--- config.mk ---
export PLATFORM = sky130hd
export DESIGN_NAME = clock_div_flat
export DESIGN_NICKNAME = d
export VERILOG_FILES = /design/src/rtl/clock_div_if.sv /design/src/rtl/clock_div.sv /design/src/flat_wrapper.sv
export SDC_FILE = /design/constraint.sdc
export NUM_CORES = 1
export LEC_CHECK = 0
export ABC_AREA = 0
export BUFFER_PORTS_ARGS = -buffer_cell sky130_fd_sc_hd__buf_2
export CAP_MARGIN = 20
export CELL_PAD_IN_SITES_DETAIL_PLACEMENT = 0
export CELL_PAD_IN_SITES_GLOBAL_PLACEMENT = 1
export CORE_ASPECT_RATIO = 0.9
export CORE_MARGIN = 8
export CORE_UTILIZATION = 40
export DETAILED_ROUTE_END_ITERATION = 10
export GPL_TIMING_DRIVEN = 0
export PLACE_DENSITY = 0.78
export REMOVE_ABC_BUFFERS = 1
export SLEW_MARGIN = 20
export SYNTH_ARGS = -nofsm -noshare
export SYNTH_HDL_FRONTEND = slang
export SYNTH_SLANG_ARGS = --single-unit
--- constraint.sdc ---
create_clock -name clk -period 11.2 [get_ports clk]
set_input_delay 1.12 -clock clk [delete_from_list [all_inputs] [get_ports clk]]
set_output_delay 1.12 -clock clk [all_outputs]
set_load 0.05 [all_outputs]
--- src/rtl/clock_div_if.sv ---
// Control/status bundle for clock_div: ratio programming, enable and divided-clock outputs.
// The sync_in realign signal exists only when CLKDIV_SYNC_EN is defined.
interface clock_div_if #(
  parameter int CNT_W = 8
);
  logic             en;
  logic [CNT_W-1:0] div_in;
  logic             div_load;
  logic             div_busy;
  logic             div_err;
  logic [CNT_W-1:0] div_cur;
  logic             clk_out;
  logic             tick;
`ifdef CLKDIV_SYNC_EN
  logic             sync_in;

  modport master (
    output en, div_in, div_load, sync_in,
    input  div_busy, div_err, div_cur, clk_out, tick
  );
  modport slave (
    input  en, div_in, div_load, sync_in,
    output div_busy, div_err, div_cur, clk_out, tick
  );
`else
  modport master (
    output en, div_in, div_load,
    input  div_busy, div_err, div_cur, clk_out, tick
  );
  modport slave (
    input  en, div_in, div_load,
    output div_busy, div_err, div_cur, clk_out, tick
  );
`endif
endinterface

--- src/rtl/clock_div.sv ---
// Runtime-programmable clock divider: registered clk_out, tick strobe, glitch-free ratio change.
// Optional phase realign input enabled by macro CLKDIV_SYNC_EN.
module clock_div #(
  parameter int CNT_W       = 8,
  parameter int DEFAULT_DIV = 4
) (
  input  logic        clk,
  input  logic        reset,
  clock_div_if.slave  bus
);

  localparam logic [CNT_W-1:0] ONE     = CNT_W'(1);
  localparam logic [CNT_W-1:0] MIN_DIV = CNT_W'(2);
  localparam logic [CNT_W-1:0] DEF_DIV = CNT_W'(DEFAULT_DIV);

  logic [CNT_W-1:0] cnt_q, cnt_d;
  logic [CNT_W-1:0] div_cur_q, div_cur_d;
  logic [CNT_W-1:0] pend_q, pend_d;
  logic             busy_q, busy_d;
  logic             err_q, err_d;
  logic             clk_out_q, clk_out_d;
  logic             tick_q, tick_d;

  logic             load_ok;
  logic             at_boundary;
  logic             wrap;
  logic [CNT_W:0]   half_d;

  // NOTE: every signal written here gets a default first, so no path leaves it unassigned (no latch).
  always_comb begin
    cnt_d       = cnt_q;
    div_cur_d   = div_cur_q;
    pend_d      = pend_q;
    busy_d      = busy_q;
    load_ok     = bus.en && bus.div_load && (bus.div_in >= MIN_DIV);
    err_d       = bus.en && bus.div_load && (bus.div_in < MIN_DIV);
    at_boundary = bus.en && (cnt_q == div_cur_q - ONE);
`ifdef CLKDIV_SYNC_EN
    wrap        = at_boundary || bus.sync_in;
`else
    wrap        = at_boundary;
`endif

    if (load_ok) begin
      pend_d = bus.div_in;
      busy_d = 1'b1;
    end

    // A load arriving in the wrap cycle goes straight to div_cur instead of waiting a period.
    if (wrap) begin
      cnt_d  = '0;
      busy_d = 1'b0;
      if (load_ok) begin
        div_cur_d = bus.div_in;
      end else if (busy_q) begin
        div_cur_d = pend_q;
      end
    end else if (bus.en) begin
      cnt_d = cnt_q + ONE;
    end

    // One extra bit keeps (N+1)>>1 exact at the largest ratio.
    half_d    = ({1'b0, div_cur_d} + (CNT_W+1)'(1)) >> 1;
    clk_out_d = ({1'b0, cnt_d} >= half_d);
    tick_d    = bus.en && ({1'b0, cnt_d} == half_d);
  end

  // NOTE: sequential state uses non-blocking assignments so every flop samples pre-edge values.
  always_ff @(posedge clk) begin
    if (!reset) begin
      cnt_q     <= '0;
      div_cur_q <= DEF_DIV;
      pend_q    <= DEF_DIV;
      busy_q    <= 1'b0;
      err_q     <= 1'b0;
      clk_out_q <= 1'b0;
      tick_q    <= 1'b0;
    end else begin
      cnt_q     <= cnt_d;
      div_cur_q <= div_cur_d;
      pend_q    <= pend_d;
      busy_q    <= busy_d;
      err_q     <= err_d;
      clk_out_q <= clk_out_d;
      tick_q    <= tick_d;
    end
  end

  assign bus.div_busy = busy_q;
  assign bus.div_err  = err_q;
  assign bus.div_cur  = div_cur_q;
  assign bus.clk_out  = clk_out_q;
  assign bus.tick     = tick_q;

endmodule

--- src/flat_wrapper.sv ---
// flat-port wrapper written by rule: the top's interface ports become plain ports
module clock_div_flat 
#(
  parameter int CNT_W       = 8,
  parameter int DEFAULT_DIV = 4
)
  (clk, reset, bus_en, bus_div_in, bus_div_load, bus_div_busy, bus_div_err, bus_div_cur, bus_clk_out, bus_tick);
  clock_div_if #(.CNT_W(CNT_W)) bus_i ();
  input  logic clk;
  input  logic reset;
  input wire logic [$bits(bus_i.en)-1:0] bus_en;
  input wire logic [$bits(bus_i.div_in)-1:0] bus_div_in;
  input wire logic [$bits(bus_i.div_load)-1:0] bus_div_load;
  output wire logic [$bits(bus_i.div_busy)-1:0] bus_div_busy;
  output wire logic [$bits(bus_i.div_err)-1:0] bus_div_err;
  output wire logic [$bits(bus_i.div_cur)-1:0] bus_div_cur;
  output wire logic [$bits(bus_i.clk_out)-1:0] bus_clk_out;
  output wire logic [$bits(bus_i.tick)-1:0] bus_tick;
  assign bus_i.en = bus_en;
  assign bus_i.div_in = bus_div_in;
  assign bus_i.div_load = bus_div_load;
  assign bus_div_busy = bus_i.div_busy;
  assign bus_div_err = bus_i.div_err;
  assign bus_div_cur = bus_i.div_cur;
  assign bus_clk_out = bus_i.clk_out;
  assign bus_tick = bus_i.tick;
  clock_div #(.CNT_W(CNT_W), .DEFAULT_DIV(DEFAULT_DIV)) u_core (.clk(clk), .reset(reset), .bus(bus_i));
endmodule
* Yosys cells after proc, flatten, opt, wreduce, memory -nomap -nowiden
Index checks and enable logic that the tools add are counted.
** Cells by class
- Bitwise logic cells :: 1
- Add/sub/neg operators :: 3
- Reductions and logical operators :: 6
- Muxes and demuxes :: 5
- Equal/unequal tests :: 2
- $lt $le $gt $ge :: 3
** Operator list (number)
- two-way mux 8 bit :: 5
- == test 8 bit :: 2
- adder 8 x 1 -> 9 bit (second input constant) :: 1
- adder 8 x 1 -> 8 bit (second input constant) :: 1
- >= comparator 8 x 2 -> 1 bit (second input constant) :: 1
- >= comparator 8 bit :: 1
- less-than comparator 8 x 2 -> 1 bit (second input constant) :: 1
- subtractor 8 x 1 -> 8 bit (second input constant) :: 1
- logical AND 1 bit :: 5
- OR reduction 2 bit :: 1
- NOT 1 bit :: 1
** Word-level totals
- Word-level logic and storage cells :: 27
- Register bits :: 28
- Input bits :: 12
- Output and inout bits :: 12

* Longest topological paths before layout
- Word-level depth :: 7
- Mapped depth :: 19

* Worst setup path before layout
Ideal clock, no wire load.
- Path kind :: input to register
- From :: input port bus_div_in[4]
- To :: register u_core.clk_out_q (netlist: u_core.bus.clk_out)
- Stages :: 18
- Required time :: 11078 ps
- Arrival :: 4128 ps
- Setup slack :: 6950 ps
- Cell sequence :: or4_4 nor4_1 nor2b_1 nor2_1 or3_1 buf_6 nand2_1 o21ai_0 ha_1 ha_1 nand2b_1 a21o_1 a21o_1 a21o_1 a21oi_1 nor2b_1 o21ai_0 a21oi_1
** Between the ends
- Word-level cells in the longest chain between the ends :: 6
** Ends and longest elaborated chain
- start: declaration :: RTL line flat_wrapper.sv:12 : input wire logic [$bits(bus_i.div_in)-1:0] bus_div_in;
- >= comparator 8 x 2 -> 1 bit :: RTL line clock_div.sv:35 : load_ok = bus.en && bus.div_load && (bus.div_in >= MIN_DIV);
- logical AND 1 bit :: RTL line clock_div.sv:35
- two-way mux 8 bit :: RTL line clock_div.sv:53 : if (load_ok) begin
- two-way mux 8 bit :: RTL line clock_div.sv:50 : if (wrap) begin
- via u_core.div_cur_d[1] :: RTL line clock_div.sv:17 : logic [CNT_W-1:0] div_cur_q, div_cur_d;
- adder 8 x 1 -> 9 bit :: RTL line clock_div.sv:63 : half_d = ({1'b0, div_cur_d} + (CNT_W+1)'(1)) >> 1;
- >= comparator 8 bit :: RTL line clock_div.sv:64 : clk_out_d = ({1'b0, cnt_d} >= half_d);
- end signal: assignment :: RTL line clock_div.sv:84 : clk_out_q <= clk_out_d;
- end: declaration :: RTL line clock_div.sv:21 : logic clk_out_q, clk_out_d;
The timed path passes the listed nets, and every way through them passes these cells.
A chain may end at the register's enable or synchronous reset.

* Worst setup path in the final report
Same ends and word-level chain as after synthesis.

==> results.ini <==
[synthesis]
synth_area_leaders = dfxtp_1, ha_1, nand2_1, xnor2_1, xor2_1
ys_seq_area_share_pct = 31.5
synth_top_family_by_area = simple AND/OR/NAND/NOR gates
ys_ff_latch = 28
synth-xor-area-share_pct = 11.8
synthMuxAreaShare_pct = 0.562
netlist_top_cells_count = nand2_1, dfxtp_1, nor2_1, xnor2_1
yosys_warnings = 0
synth_simple_gate_area_share_pct = 28.2
synth_compound_area_share_pct = 17.8
yosys.area.top_type = dfxtp_1
synth_flop_cell = dfxtp_1
synth.avg_cell_area_um2 = 8.40
synth_fa_ha_area_share_pct = 7.72
synth_edf_count = 0
syn_area_um2 = 1780
synth_top_area_share_pct = 31.5
synth.most_common_cell = nand2_1
ys_types = 43
async_reset_ff_share_pct = 0
netlist_instances = 212

[clock_tree]
cts_hold_buf = 0
cts_max_path_buffers = 2
cts_tree = done
clkLatencyLatePin_ns = 0.28
cts_resized = 0
post-cts-setup-buffers = 0
cts_max_level = 1
clock-sinks = 28
cts-root-buf = clkbuf_8
clkTransAtPathRegs_ns = 0.10
cts-buffers-inserted = 3

[timing]
grt_setup_unrepaired = false
hold_violations = 0
setup_ws_ns = 6.57
fmax_mhz = 216
worst_pin_slew_ns = 0.877
relSlewSlack_pct = 41.3
final.min_clock_period_ns = 4.63
finalSetupViolCount = 0
period_share_pct = 41.3
tns_ns = 0
drv_slew = 0
skew_ns = 0.00290

[floorplan]
die_x_um = 86.4
core.rowCount = 23
core_area_um2 = 4370
start_util_pct = 40.7
fp.dieH_um = 79.3
die-area_um2 = 6850
io_pins = 24

[detailed_routing]
via_per_inst = 5.35
wl_mm = 4.33
routedWlPerCell_um = 14.7
drc = 0
dr.pass1.iters = 4
antenna_left = 0
m1WireLength_mm = 2.31
highest_layer = met4
routed-wl-met2_mm = 1.82
wl_met3_um = 167
num_vias = 1579
drt-initial-drc-count = 101

[worst_setup_path]
critPathLaunch = bus_div_in[4]
critical_path_class = primary input to flop
start_kind = primary input
r2r_start = u_core.bus.div_cur[0]
cp-end-kind = flop
cp.arrival_ns = 4.80
cp.required_ns = 11.37
path_max_fanout = 8

[pwr]
seq_power_share_pct = 55.4
irDropWorstVdd_mv = 0.0641
power.share.clock_pct = 29.8
power.leakage_nw = 0.824
power_switching_uw = 52.2
power_density_nw_per_um2 = 95.5
combPwrFrac_pct = 14.8
sw_frac_of_total_pct = 27.5
p_int_uw = 138

[min_path]
min-delay-path-class = flop to flop
min_from = u_core.pend_q[3]

[place]
gp_congestion = 0.794
hpwlAfterDp_mm = 3.34
pre_cts_ws_ns = 6.29
io_buffers = 23

[grt]
grt_pass1_vias = 1534
antenna_found_initial = 0
grt_overflow_total = 0
grt_max_degree = 23
grt_usage_pct = 13.5
grt_first_pass_wirelength_mm = 7.54

[finish]
diodes = 0
drive_gt1_share_pct = 14.2
utilization_pct = 45.5
area_delta_synth_final_pct = 11.6
nNetsFinal = 258
num-fill-cells = 463

[run]
max_cap_viol_count = 0

[run_status]
status = completed

-- stage by stage --
stage / power, mW / hold WS (ns) / instance area, um^2 / instances
CTS: 0.192 / 0.468 / 1990 / 295
detailed placement: 0.136 / 0.453 / 1950 / 292
finish: 0.190 / 0.463 / 1990 / 295
global route: 0.199 / 0.492 / 1990 / 295
global placement: 0.135 / 0.445 / 1950 / 292
floorplan: 0.126 / 0.433 / 1750 / 207
-- state kept, by name, summed over array words and instances, names as in the netlist --
register and count:
u_core.bus.clk_out 1, u_core.bus.div_busy 1, u_core.bus.div_cur 8, u_core.bus.div_err 1, u_core.bus.tick 1, u_core.cnt_q 8
u_core.pend_q 8
-- path summary, 6_finish.rpt --
check | to | slack, ns | cells past startpoint
setup / recovery | u_core.bus.clk_out | 6.57 | 18
hold / removal | u_core.pend_q[3] | 0.46 | 2
setup reg to reg | u_core.bus.clk_out | 7.06 | 18
hold reg to reg | u_core.pend_q[3] | 0.46 | 2
-- cell usage in the layout (no fill, tap or decap), types with 2 or more instances in the layout --
cell      synthesis  layout
inv_1             4       4
clkbuf_8          0       3
and2_1            6       6
xor2_1           11      11
a21oi_1           5       5
a21o_1            3       3
and2_4            2       2
ha_1             11      11
nand4_1           8       8
nand3_1           8       8
a22oi_1           3       3
o31ai_1           2       2
nor3_1            2       2
nand2b_1          4       4
nor2b_1           5       5
xnor2_1          13      13
a21boi_0          9       9
o21ai_0           6       6
nor2_1           22      22
buf_2             1      23
and4_1            2       2
or3_1             2       2
nand2_1          31      31
dfxtp_1          28      28
and3_1            3       3
-- metal layers --
layer	up-vias	global-route usage (%)
met2	36	20.7
met1	749	19.2
met5	-	0
met4	0	2.58
li1	790	-
met3	4	2.58
-- worst max-delay path, cell delays in order --
cell and delay (ns):
buf_2 0.11, or4_4 0.57, nor4_1 0.26, nor2b_1 0.15, nor2_1 0.27, or3_1 0.39, nand2_1 0.09, o21ai_0 0.13
ha_1 0.30, ha_1 0.31, nand2b_1 0.15, a21o_1 0.17, a21o_1 0.17, a21o_1 0.17, a21oi_1 0.14, nor2b_1 0.06
o21ai_0 0.17, a21oi_1 0.09
-- area by class of cell --
type | count | area [um^2] | share of cell area (%)
Timing Repair Buffer | 23 | 115 | 5.79
Inverter | 4 | 15.0 | 0.755
Tap cell | 62 | 77.6 | 3.90
Clock buffer | 3 | 41.3 | 2.08
Multi-Input combinational cell | 175 | 1180 | 59.3
Sequential cell | 28 | 561 | 28.2
-- power groups by stage --
stage               sequential (mW)  clock, mW  combinational, mW
global route                  0.106     0.0620             0.0313
floorplan                     0.110          0             0.0159
CTS                           0.105     0.0585             0.0284
global placement              0.108          0             0.0279
finish                        0.105     0.0565             0.0282
detailed placement            0.108          0             0.0283
-- kinds of logic (layout without fill, tap and decap cells) --
logic type	Yosys count	count (layout)
xor+xnor	24	24
flops	28	28
buf+inv	9	30
fa+ha+maj	11	11
mux	1	1
simple gates	100	100
compound gates	39	39
(Power assumes the default switching activity.)
